`config.mk`:
```
export PLATFORM = sky130hd
export DESIGN_NAME = bcd_timer
export DESIGN_NICKNAME = d
export VERILOG_FILES = /design/src/rtl/bcd_timer.sv
export SDC_FILE = /design/constraint.sdc
export NUM_CORES = 1
export LEC_CHECK = 0
export CAP_MARGIN = 20
export CORE_AREA = 3 3 64 66
export CTS_CLUSTER_DIAMETER = 30
export CTS_CLUSTER_SIZE = 8
export DETAILED_ROUTE_END_ITERATION = 16
export DIE_AREA = 0 0 67 69
export PLACE_DENSITY = 0.71
export SYNTH_ARGS = -nofsm -noshare
export SYNTH_HDL_FRONTEND = slang
export SYNTH_SLANG_ARGS = --single-unit
```
`constraint.sdc`:
```
create_clock -name clk -period 3.3 [get_ports clk]
set_input_delay 0.825 -clock clk [delete_from_list [all_inputs] [get_ports clk]]
set_output_delay 0.825 -clock clk [all_outputs]
set_load 0.03 [all_outputs]
```
`src/rtl/bcd_timer.sv`:
```
// Three-digit BCD minute/second timer: shifts keyed digits in while programming
// and counts down with BCD borrow on each 1 Hz strobe edge while cooking.
module bcd_timer #(
    parameter int unsigned SEC_TENS_MAX = 5
) (
    input  logic       clk,
    input  logic       clear,
    input  logic [3:0] D,
    input  logic       loadn,
    input  logic       pgt_1Hz,
    input  logic       enablen,
    input  logic       clr_time,
    output logic [3:0] mins,
    output logic [3:0] sec_tens,
    output logic [3:0] sec_ones,
    output logic       zero,
    output logic       done
);

    localparam int unsigned DIGIT_W = 4;
    localparam logic [DIGIT_W-1:0] DIGIT_MAX = DIGIT_W'(9);
    localparam logic [DIGIT_W-1:0] TENS_MAX  = DIGIT_W'(SEC_TENS_MAX);
    localparam logic [DIGIT_W-1:0] DIGIT_ONE = DIGIT_W'(1);
    localparam logic [DIGIT_W-1:0] DIGIT_ZERO = '0;

    logic               s1_pgt;
    logic               s2_pgt;
    logic               s1_loadn;
    logic               s1_enablen;
    logic [DIGIT_W-1:0] s1_d;
    logic               strobe_evt_c;

    logic [DIGIT_W-1:0] mins_nxt;
    logic [DIGIT_W-1:0] tens_nxt;
    logic [DIGIT_W-1:0] ones_nxt;
    logic               zero_nxt;
    logic               done_nxt;

    // Input stage: strobe and its qualifiers sampled together so they stay aligned
    always_ff @(posedge clk or posedge clear) begin
        if (clear) begin
            s1_pgt     <= 1'b0;
            s2_pgt     <= 1'b0;
            s1_loadn   <= 1'b0;
            s1_enablen <= 1'b0;
            s1_d       <= '0;
        end else begin
            s1_pgt     <= pgt_1Hz;
            s2_pgt     <= s1_pgt;
            s1_loadn   <= loadn;
            s1_enablen <= enablen;
            s1_d       <= D;
        end
    end

    assign strobe_evt_c = s1_pgt & ~s2_pgt;

    // Next-digit logic; clr_time outranks a coincident strobe event
    always_comb begin
        mins_nxt = mins;
        tens_nxt = sec_tens;
        ones_nxt = sec_ones;
        done_nxt = 1'b0;

        if (clr_time) begin
            mins_nxt = DIGIT_ZERO;
            tens_nxt = DIGIT_ZERO;
            ones_nxt = DIGIT_ZERO;
        end else if (strobe_evt_c) begin
            if (s1_enablen) begin
                if (!s1_loadn && (s1_d <= DIGIT_MAX)) begin
                    mins_nxt = sec_tens;
                    tens_nxt = sec_ones;
                    ones_nxt = s1_d;
                end
            end else if (!zero) begin
                if (sec_ones != DIGIT_ZERO) begin
                    ones_nxt = sec_ones - DIGIT_ONE;
                end else if (sec_tens != DIGIT_ZERO) begin
                    ones_nxt = DIGIT_MAX;
                    tens_nxt = sec_tens - DIGIT_ONE;
                end else begin
                    ones_nxt = DIGIT_MAX;
                    tens_nxt = TENS_MAX;
                    mins_nxt = mins - DIGIT_ONE;
                end
                done_nxt = (mins_nxt == DIGIT_ZERO) && (tens_nxt == DIGIT_ZERO)
                           && (ones_nxt == DIGIT_ZERO);
            end
        end
    end

    assign zero_nxt = (mins_nxt == DIGIT_ZERO) && (tens_nxt == DIGIT_ZERO)
                      && (ones_nxt == DIGIT_ZERO);

    // Digit, zero-flag and done registers
    always_ff @(posedge clk or posedge clear) begin
        if (clear) begin
            mins     <= '0;
            sec_tens <= '0;
            sec_ones <= '0;
            zero     <= 1'b1;
            done     <= 1'b0;
        end else begin
            mins     <= mins_nxt;
            sec_tens <= tens_nxt;
            sec_ones <= ones_nxt;
            zero     <= zero_nxt;
            done     <= done_nxt;
        end
    end

endmodule

```
After elaboration in Yosys (flattened, before gate mapping)
Cells that the tools add are included.

Reduce and logical (&&, ||, !) cells: 14. Divide/modulo/power cells: 0. Equality and inequality tests: 0. Multiplexer cells: 36. Add/sub/neg operators: 3. Multiply operators: 0. Order comparisons: 1. Shift operators: 0. Bitwise gates (word level): 2.

Operator list (count): two-way mux 4 bit (32); zero test 4 bit (6); subtractor 4 x 1 -> 4 bit (second input constant) (3); nonzero test 4 bit (2); logical AND 1 bit (5); less-or-equal comparator 4 bit (second input constant) (1); two-way mux 1 bit (4); bitwise AND 1 bit (1); zero test 1 bit (1); NOT 1 bit (1).

Latch bits: 0. Register bits after elaboration: 22. Bits in read-only memories: 0. Output and inout port bits: 14. Memories kept: 0. Bits in writable memories: 0.

Longest topological paths before layout
Depth after elaboration: 14. Mapped depth: 8. Mapped depth without buffers: 8.

Least setup slack after synthesis
No wires, ideal clock.

Path type: reg2reg. From: register sec_ones[1]. To: register zero. Arrival: 2.372 ns. Stages on the path, launching flop included: 8. Required time: 3.210 ns. Setup time: 0.090 ns. Buffers on the path: 1. Slack: 0.838 ns. Period minus slack after synthesis: 2.462 ns. Cells stage by stage: dfrtp_1 -> buf_2 -> nor4_4 -> nand4_1 -> mux2_1 -> o311a_1 -> or4b_1 -> nor4_2.

Cells in the longest elaborated chain, start to end: 13.

RTL lines: start, declared (RTL line 15) `output logic [3:0] sec_ones,`; start signal, assigned (RTL line 107) `sec_ones <= ones_nxt;`; nonzero test 4 bit (RTL line 77) `if (sec_ones != DIGIT_ZERO) begin`; two-way mux 4 bit (RTL line 77); two-way mux 4 bit (RTL line 76) `end else if (!zero) begin`; two-way mux 4 bit (RTL line 70) `if (s1_enablen) begin`; two-way mux 4 bit (RTL line 69) `end else if (strobe_evt_c) begin`; two-way mux 4 bit (RTL line 65) `if (clr_time) begin`; two-way mux 4 bit (RTL line 76); two-way mux 4 bit (RTL line 70); two-way mux 4 bit (RTL line 69); two-way mux 4 bit (RTL line 65); named net tens_nxt[3] (RTL line 34) `logic [DIGIT_W-1:0] tens_nxt;`; zero test 4 bit (RTL line 93) `assign zero_nxt = (mins_nxt == DIGIT_ZERO) && (tens_nxt == DIGIT_ZERO)`; logical AND 1 bit (RTL line 93); logical AND 1 bit (RTL line 94) `&& (ones_nxt == DIGIT_ZERO);`; named net zero_nxt (RTL line 36) `logic zero_nxt;`; end signal, assigned (RTL line 108) `zero <= zero_nxt;`; end, declared (RTL line 16) `output logic zero,`.

The timed path passes the listed nets, and every way through them passes these cells. The select of a mux whose other input is x is not followed.

Final worst setup path
From: register sec_tens[0]. To: register zero.

Cells in the longest elaborated chain, start to end: 14.

RTL lines: start, declared (RTL line 14) `output logic [3:0] sec_tens,`; start signal, assigned (RTL line 106) `sec_tens <= tens_nxt;`; subtractor 4 x 1 -> 4 bit or nonzero test 4 bit (tied branches) (RTL line 81, 79); two-way mux 4 bit (RTL line 79) `end else if (sec_tens != DIGIT_ZERO) begin`; two-way mux 4 bit (RTL line 77); two-way mux 4 bit (RTL line 76); two-way mux 4 bit (RTL line 70); two-way mux 4 bit (RTL line 69); two-way mux 4 bit (RTL line 65); two-way mux 4 bit (RTL line 76); two-way mux 4 bit (RTL line 70); two-way mux 4 bit (RTL line 69); two-way mux 4 bit (RTL line 65); zero test 4 bit (RTL line 93); logical AND 1 bit * (RTL line 93); logical AND 1 bit * (RTL line 94); named net zero_nxt (RTL line 36).

Mark *: on every way through the listed nets, which the timed path passes. The rest lies on a longest branch. The select of a mux whose other input is x is not followed.

==> flow_metrics.env <==
export IMPL_fmax_ghz=0.361
export IMPL_gr_usage_met3=0.0212
export IMPL_min_period_ns=2.77
export IMPL_htree_levels=1
export IMPL_cts_setup_buffers=0
export IMPL_syn_to_final_growth_pct=22.0
export IMPL_crit_arrival_ns=2.94
export IMPL_grt_met1_usage=0.225
export IMPL_p_seq_frac=0.403
export IMPL_finalSetupViolations=0
export IMPL_drv_slew=0
export IMPL_crit_path_max_fanout=7
export IMPL_final_hold_violation_count=0
export IMPL_synth_edf_count=0
export IMPL_drt_initial_drc_count=124
export IMPL_synth_top_flop_cell="dfrtp_1"
export IMPL_hold_class="flip-flop to flip-flop"
export IMPL_cp_top_family="simple AND/OR/NAND/NOR gates"
export IMPL_antenna_cells=0
export IMPL_die_x_um=67
export IMPL_start_util=0.394
export IMPL_yosysUniqueCellTypes=45
export IMPL_drv_cap=0
export IMPL_syn_nets=181
export IMPL_reg2reg_to="zero$_DFF_PP1_"
export IMPL_swShare=0.323
export IMPL_synth_area_um2=1430
export IMPL_pwr_share_clk=0.313
export IMPL_worstReg2RegStart="sec_tens[0]$_DFF_PP0_"
export IMPL_synth_warnings=0
export IMPL_holdWs_ns=0.411
export IMPL_tritoncts="built"
export IMPL_criticalPathCategory="flip-flop to flip-flop"
export IMPL_drc=0
export IMPL_clock_sinks=22
export IMPL_antenna_found_initial=0
export IMPL_critPathLaunchType="flip-flop"
export IMPL_worst_pin_slew_ns=1.01
export IMPL_grt_pass1_wl_um=6300
export IMPL_power_density_nw_per_um2=471
export IMPL_rsz0062_at_grt="no"
export IMPL_io_buffer_count=23
export IMPL_nets=198
export IMPL_critical_path_endpoint="zero$_DFF_PP1_"
export IMPL_wl_um=3770
export IMPL_synth_area_per_cell_um2=8.48
export IMPL_leakagePower_nw=0.707
export IMPL_skew_ns=0.00846
export IMPL_hpwl_um=2790
export IMPL_reg2reg_slack_ns=0.53
export IMPL_power_mw=0.823
export IMPL_status="complete, no violations"
export IMPL_first_pass_iters=4
export IMPL_final_cell_mix="23 x clkdlybuf4s50_1, 21 x dfrtp_1, 20 x nor2_1"
export IMPL_relSlewSlack=0.327
export IMPL_r2r_worst_path_cells=8
export IMPL_postRouteAntennaNets=0
export IMPL_clk_latency_ns=0.27
export IMPL_cp_num_buf_inv=1
export IMPL_p_sw_mw=0.265
export IMPL_syn_inst=169
export IMPL_cp_depth=8
export IMPL_path_clk_slew_ns=0.09
export IMPL_crit_start="sec_tens[0]$_DFF_PP0_"
export IMPL_slowest_delay_ns=0.67
export IMPL_grt_usage=0.172
export IMPL_peakVddDrop_mv=0.191
export IMPL_grt_pass1_vias=1322
export IMPL_die_h_um=69
export IMPL_ctsResizeCount=0
export IMPL_core_um2=3630
export IMPL_yosysSeqAreaShare=0.385
export IMPL_cp_cell_sequence="inv_1 -> ha_1 -> nor3b_1 -> nand3_1 -> mux2_2 -> o211ai_1 -> o41ai_1 -> nor4_2"
export IMPL_die_area_um2=4620
export IMPL_finalCritPeriodShare=0.840
export IMPL_drive_gt1_frac=0.0649
export IMPL_final_common_cell="clkdlybuf4s50_1"
export IMPL_slowest_stage="nor3b_1"
export IMPL_fin_area_um2=1750
export IMPL_cts_root_buf="clkbuf_8"
export IMPL_vias=1407
export IMPL_routed_via_density=6.04
export IMPL_dp_cells=229
export IMPL_cts_hold_buffers=0
export IMPL_grt_ovfl_total=0
export IMPL_ys_ff_latch=22
export IMPL_cts_made_buffers=3
export IMPL_clockBufferDepth=2
export IMPL_pin_count=24
export IMPL_finalWeightedCongestion=0.907
export IMPL_p_comb_frac=0.284
export IMPL_grt_busiest_layer="met2"
export IMPL_p_int_mw=0.557
export IMPL_layout_cells_non_filler=233
export IMPL_grt_met2_usage=0.278
export IMPL_routedWlPerCell_um=16.2
export IMPL_grt_max_degree=23
export IMPL_fill_cells=360
export IMPL_async_flop_share=1.00
export IMPL_num_rows=22
export IMPL_end_kind="flip-flop"
export IMPL_post_dp_cell_area_um2=1680
export IMPL_crit_required_ns=3.47
export IMPL_fin_tns_setup_ns=0
[metrics by stage]
| stage | setup WS [ns] | util |
|---|---|---|
| floorplan | 0.838 | - |
| global placement | 0.629 | 0.461 |
| detailed placement | 0.541 | 0.461 |
| CTS | 0.571 | 0.481 |
| global route | 0.382 | 0.481 |
| finish | 0.529 | 0.481 |
[layout make-up]
type / instances / area [um2] / share of cell area
multi-input combinational: 125 / 793 / 0.454
sequential: 22 / 552 / 0.316
timing repair buffer: 23 / 230 / 0.132
tap: 48 / 60.1 / 0.0344
clock buffer: 3 / 41.3 / 0.0236
inverter: 11 / 41.3 / 0.0236
clock inverter: 1 / 30.0 / 0.0172
[worst min-delay path by stage]
stage                          start          endpoint  slack [ns]  cells past startpoint
finish              s1_pgt$_DFF_PP0_  s2_pgt$_DFF_PP0_        0.41                      0
CTS                 s1_pgt$_DFF_PP0_  s2_pgt$_DFF_PP0_        0.42                      0
detailed placement  s1_pgt$_DFF_PP0_  s2_pgt$_DFF_PP0_        0.40                      0
global route        s1_pgt$_DFF_PP0_  s2_pgt$_DFF_PP0_        0.44                      0
global placement    s1_pgt$_DFF_PP0_  s2_pgt$_DFF_PP0_        0.38                      0
floorplan           s1_pgt$_DFF_PP0_  s2_pgt$_DFF_PP0_        0.37                      0
[power groups by stage]
| stage | clock (mW) | combinational, mW | sequential [mW] |
|---|---|---|---|
| 5_1_grt | 0.271 | 0.254 | 0.336 |
| 4_1_cts | 0.261 | 0.233 | 0.332 |
| 6_report | 0.257 | 0.234 | 0.332 |
| 3_5_place_dp | 0 | 0.231 | 0.337 |
| 2_1_floorplan | 0 | 0.156 | 0.337 |
| 3_3_place_gp | 0 | 0.228 | 0.335 |
[per-layer routing]
layer  part of all wire  up-vias  wire length, um
li1                   -      660                -
met1               0.42      662             1580
met2               0.48       73             1790
met3              0.077       12              291
met4              0.027        0              101
met5                  0        -                0
[flip-flops by register name, indices dropped and copies added (netlist names)]
register,cells
mins,4
s1_d,4
sec_ones,4
sec_tens,4
done,1
s1_enablen,1
s1_loadn,1
s1_pgt,1
s2_pgt,1
zero,1
[synth_stat cells, drive strengths merged, types with 3 or more instances]
cell type	instances	area [um2]
a211oi	3	22.5
a21oi	10	50.1
a221oi	3	26.3
and2	3	18.8
and3	6	41.3
buf	4	20.0
clkbuf	7	26.3
dfrtp	21	526
inv	11	41.3
nand2	5	18.8
nand2b	3	18.8
nand3	4	20.0
nand4	4	25.0
nor2	20	75.1
nor2b	4	25.0
nor3	4	20.0
nor3b	4	30.0
nor4	9	77.6
o21a	3	22.5
o21ai	14	70.1
or4	4	30.0
[kinds of logic (layout without fill, tap and decap cells)]
logic type               count (synthesis)  after routing  synth area share
AND/OR/NAND/NOR                         72             72             0.293
buffers and inverters                   22             38            0.0611
adder cells (fa/ha/maj)                  2              2            0.0175
AO/OA/AOI/OAI                           48             48             0.222
flip-flops                              22             22             0.385
multiplexers                             2              2            0.0157
XOR/XNOR                                 1              1           0.00611
No activity file was read; power rests on OpenSTA's default activity.
==> patch 1 (same flow settings) <==
Remove the register `done`: a continuous assignment takes its place, so the output `done` follows one clock earlier.
--- a/src/rtl/bcd_timer.sv
+++ b/src/rtl/bcd_timer.sv
@@ -100,15 +100,15 @@
             sec_tens <= '0;
             sec_ones <= '0;
             zero     <= 1'b1;
-            done     <= 1'b0;
         end else begin
             mins     <= mins_nxt;
             sec_tens <= tens_nxt;
             sec_ones <= ones_nxt;
             zero     <= zero_nxt;
-            done     <= done_nxt;
         end
     end
 
+    assign done = done_nxt;
+
 endmodule
 
Behaviour: not the same (Yosys sat finds a counterexample within 4 cycles, from zero or initial values).
==> patch 1 against the unedited design <==
Worst setup slack got worse by 0.22 ns. Sequential share of layout area fell by 1.4 points. Final area about the same. Cell count grew 1.7%. Sequential cell count down 1. Utilization hardly changed. Power is 10% lower. Clock skew down 0.0076 ns. Area after synthesis is 1.7% lower. Routed wire length up 1.9%. Sequential power shrank 4%.
==> patch 1: results (changes against the unedited design) <==
run_status:
  status: "complete, no violations"
cts:
  cts_buffers: 3  # unchanged
  cts_resized: 0  # unchanged
  clock_tree.root_cell: "clkbuf_8"
  cts_max_level: 1  # unchanged
  clockBufferDepth: 2  # unchanged
  post_cts_buffers: 0  # unchanged
  insertion_delay_ns: 0.27  # about the same
  cts.reportedPaths.clkPinSlew_ns: 0.08
drt:
  firstDrtPassIters: 4  # unchanged
  met2WireLength_mm: 1.75  # -2.2%
  totalWireLength_mm: 3.84  # +1.9%
  drt-met1-wl_mm: 1.80  # +13%
  top_layer: "met4"
  met3_length_um: 185  # -36%
  first_iter_violations: 167  # +35%
  num_vias: 1371  # -2.6%
synthesis:
  yosysSeqAreaShare: 0.374  # -0.0109
  synth_ff_type: "dfrtp_1"
  mappedNetlistNets: 180  # -0.55%
  yosysUniqueCellTypes: 45  # unchanged
  ys_warn_count: 0  # unchanged
  muxShareOfSynthArea: 0.0160  # +0.000279
  synth_compound_area_frac: 0.226  # +0.00394
  yosys-top-cells-area: "dfrtp_1 36%, nor2_1 5.3%, o21ai_0 4.6%"
  synthAdderAreaFrac: 0.0178  # +0.000311
  yosys-top-cells-count: "20 x dfrtp_1, 20 x nor2_1, 13 x o21ai_0"
  synth_xor_area_frac: 0.00622  # +0.000109
  async_flop_share: 1.00  # unchanged
finish:
  nets: 202  # +2.0%
  drive_gt1_frac: 0.106  # +0.0410
  nFillCells: 375  # +4.2%
  diodes: 0  # unchanged
place:
  gp_congestion: 0.878  # -3.2%
  port_buffers: 23  # unchanged
  post-dp-hpwl_mm: 2.81  # +0.50%
worst_hold_path:
  min_path_type: "register to register"
grt:
  grtUsageTotal: 0.185  # +0.0130
  grt_max_degree: 22  # -4.3%
  use_met1: 0.266  # +0.0410
  antenna_found_initial: 0  # unchanged
  grt_pass1_wl_mm: 6.63  # +5.3%
  grt.met2_usage: 0.270  # -0.00873
  use_met3: 0.0277  # +0.00651
critical_path:
  arrival_ns: 2.16  # -0.78 ns
  critPathTopFamily: "simple AND/OR/NAND/NOR gates"
  cp_max_fo: 7  # unchanged
  cpMaxStageDelayCell: "dfrtp_1"
  slowest_delay_ns: 0.47  # -0.20 ns
power_and_ir_drop:
  vdd_drop_max_mv: 0.235  # +23%
  power_leakage_nw: 0.708  # +0.17%
timing:
  hold_ws_ns: 0.399  # -0.0114 ns
  maxSlewHeadroom: 0.464  # +0.137
  clock_skew_ns: 0.000866  # -0.00760 ns
-- patch 1: changes by cell type in the layout (fill, tap and decap cells not counted) --
cell	before	now
dfrtp_1	21	20
clkdlybuf4s50_1	23	22
buf_4	0	6
nor4_2	1	2
clkinvlp_4	0	1
bufinv_16	1	0
nor4_1	7	6
nor3b_2	0	1
nor3b_1	4	3
-- patch 1: through the flow --
step	setup slack, ns	util	cell area (sq um)	instances
3_3_place_gp	0.401	0.466	1690	233
3_5_place_dp	0.402	0.466	1690	233
4_1_cts	0.140	0.479	1740	237
2_1_floorplan	0.188	-	1410	168
6_report	0.311	0.481	1750	237
5_1_grt	0.136	0.481	1750	237
-- patch 1: final timing paths --
kind                       cells after the start        start  slack, ns      end
hold / removal                                 0       s1_pgt       0.40   s2_pgt
hold reg to reg                                0       s1_pgt       0.40   s2_pgt
setup / recovery                               7  sec_tens[0]       0.31     done
max in group asynchronous                      2        clear       1.79  mins[3]
setup reg to reg                               6  sec_ones[3]       0.74     zero
min in group asynchronous                      2        clear       1.01   s1_pgt
-- patch 1: where the power goes --
part / internal [mW] / switching (mW) / total (mW) / leakage [nW]
combinational: 0.112 / 0.133 / 0.245 / 0.419
clock: 0.0855 / 0.0907 / 0.176 / 0.0217
sequential: 0.278 / 0.0400 / 0.318 / 0.268
-- patch 1: kinds of logic (layout without fill, tap and decap cells) --
logic type,count (synthesis),count (layout)
and+or+nand+nor,72,72
buffers and inverters,22,43
muxes,2,2
AOI/OAI and AO/OA,48,48
DFF,21,21
adders and majority gates,2,2
xor gates and xnor gates,1,1
-- patch 1: area by class of cell --
class | instances | share of cell area
clock buffer | 3 | 0.0236
timing repair buffer | 28 | 0.152
sequential | 21 | 0.302
multi-input combinational | 125 | 0.461
clock inverter | 1 | 0.00430
inverter | 11 | 0.0236
tap | 48 | 0.0344
==> patch 2 (config.mk and constraints unchanged) <==
Made on the original files. Put one more register stage on the output `sec_ones`, cleared by the reset. The value now appears one clock later. The other outputs are not delayed to match.
--- a/src/rtl/bcd_timer.sv
+++ b/src/rtl/bcd_timer.sv
@@ -22,6 +22,8 @@
     localparam logic [DIGIT_W-1:0] TENS_MAX  = DIGIT_W'(SEC_TENS_MAX);
     localparam logic [DIGIT_W-1:0] DIGIT_ONE = DIGIT_W'(1);
     localparam logic [DIGIT_W-1:0] DIGIT_ZERO = '0;
+
+    logic [3:0] sec_ones_s0;
 
     logic               s1_pgt;
     logic               s2_pgt;
@@ -59,7 +61,7 @@
     always_comb begin
         mins_nxt = mins;
         tens_nxt = sec_tens;
-        ones_nxt = sec_ones;
+        ones_nxt = sec_ones_s0;
         done_nxt = 1'b0;
 
         if (clr_time) begin
@@ -70,12 +72,12 @@
             if (s1_enablen) begin
                 if (!s1_loadn && (s1_d <= DIGIT_MAX)) begin
                     mins_nxt = sec_tens;
-                    tens_nxt = sec_ones;
+                    tens_nxt = sec_ones_s0;
                     ones_nxt = s1_d;
                 end
             end else if (!zero) begin
-                if (sec_ones != DIGIT_ZERO) begin
-                    ones_nxt = sec_ones - DIGIT_ONE;
+                if (sec_ones_s0 != DIGIT_ZERO) begin
+                    ones_nxt = sec_ones_s0 - DIGIT_ONE;
                 end else if (sec_tens != DIGIT_ZERO) begin
                     ones_nxt = DIGIT_MAX;
                     tens_nxt = sec_tens - DIGIT_ONE;
@@ -98,17 +100,25 @@
         if (clear) begin
             mins     <= '0;
             sec_tens <= '0;
-            sec_ones <= '0;
+            sec_ones_s0 <= '0;
             zero     <= 1'b1;
             done     <= 1'b0;
         end else begin
             mins     <= mins_nxt;
             sec_tens <= tens_nxt;
-            sec_ones <= ones_nxt;
+            sec_ones_s0 <= ones_nxt;
             zero     <= zero_nxt;
             done     <= done_nxt;
         end
     end
 
+    always_ff @(posedge clk or posedge clear) begin
+        if (clear) begin
+            sec_ones <= '0;
+        end else begin
+            sec_ones <= sec_ones_s0;
+        end
+    end
+
 endmodule
 
Behaviour: not the same (Yosys sat finds a counterexample within 4 cycles, from zero or initial values).
==> patch 2 against the unedited design <==
Utilization increased by 3.6 points. Routed wire length grew 5.3%. Final area increased by 7.4%. Largest cell class unchanged. Worst setup slack improved by 0.18 ns. Area after synthesis is 7.0% higher. Clock power rose by 3%. Sequential cell count up 4. Power increased by 8.5%. Sequential share of layout area up 3.1 points. Die area unchanged. Cell count increased by 3.4%.
==> patch 2: results (changes against the unedited design) <==
critical_path:
  slowest_delay_ns: 0.53  # -0.14 ns
  cpMaxStageDelayCell: "dfrtp_1"
  crit_type: "register to register"
  r2r_slack_ns: 0.71  # +0.18 ns
  regToRegEndpoint: "zero"
  reg2reg_from: "sec_ones_s0[1]"
  cp_max_fo: 10  # +3
synthesis:
  synth_ff_type: "dfrtp_1"
  mappedNetlistNets: 185  # +2.2%
  syn_inst: 173  # +2.4%
  yosys-top-cells-count: "25 x dfrtp_1, 20 x nor2_1, 13 x o21ai_0"
  yosysSeqAreaShare: 0.425  # +0.0402
drt:
  num_vias: 1501  # +6.7%
  drt-met1-wl_mm: 1.64  # +3.3%
  first_iter_violations: 148  # +19%
  met3_length_um: 350  # +20%
  totalWireLength_mm: 3.97  # +5.3%
  wire_per_inst_um: 16.5  # +1.8%
grt:
  grt_max_degree: 27  # +17%
  grt_pass1_wl_mm: 6.91  # +9.7%
  use_met3: 0.0309  # +0.00977
  grt.met2_usage: 0.279  # +0.00109
  use_met1: 0.269  # +0.0445
  grtUsageTotal: 0.188  # +0.0157
timing:
  finalCritPeriodShare: 0.784  # -0.0556
  clock_skew_ns: 0.00989  # +0.00143 ns
  maxSlewHeadroom: 0.604  # +0.277
place:
  dpl_worst_slack_ns: 0.555  # +0.0145 ns
  gp_congestion: 0.939  # +3.6%
  dp_cells: 237  # +3.5%
  post-dp-hpwl_mm: 2.81  # +0.58%
power_and_ir_drop:
  switching_power_mw: 0.278  # +4.7%
  pg_clk_mw: 0.265  # +3%
  p_comb_frac: 0.273  # -0.011
  vdd_drop_max_mv: 0.228  # +19%
  power_leakage_nw: 0.781  # +10%
finish:
  nets: 206  # +4.0%
  drive_gt1_frac: 0.0829  # +0.0180
cts:
  cts_resized: 0  # unchanged
run_status:
  status: "complete, no violations"
## patch 2: changes by cell type after synthesis
cell and change:
dfrtp_1 +4
## patch 2: per-stage QoR
step | cell area, sq um | hold WS [ns] | total power, mW
2_1_floorplan | 1530 | 0.349 | 0.547
3_3_place_gp | 1810 | 0.375 | 0.625
3_5_place_dp | 1810 | 0.383 | 0.628
4_1_cts | 1880 | 0.404 | 0.895
5_1_grt | 1880 | 0.427 | 0.940
6_report | 1880 | 0.401 | 0.892
## patch 2: logic make-up after synthesis
logic type      synth area share
fa+ha+maj                 0.0163
simple gates               0.273
buf+inv                   0.0571
mux                       0.0147
xor+xnor                 0.00572
compound gates             0.207
flops                      0.425
## patch 2: cell type report
cell class	instances	area (sq um)
sequential	26	652
multi-input combinational	125	793
clock inverter	1	30.0
fill	353	1760
tap	48	60.1
timing repair buffer	27	260
inverter	11	41.3
clock buffer	3	41.3
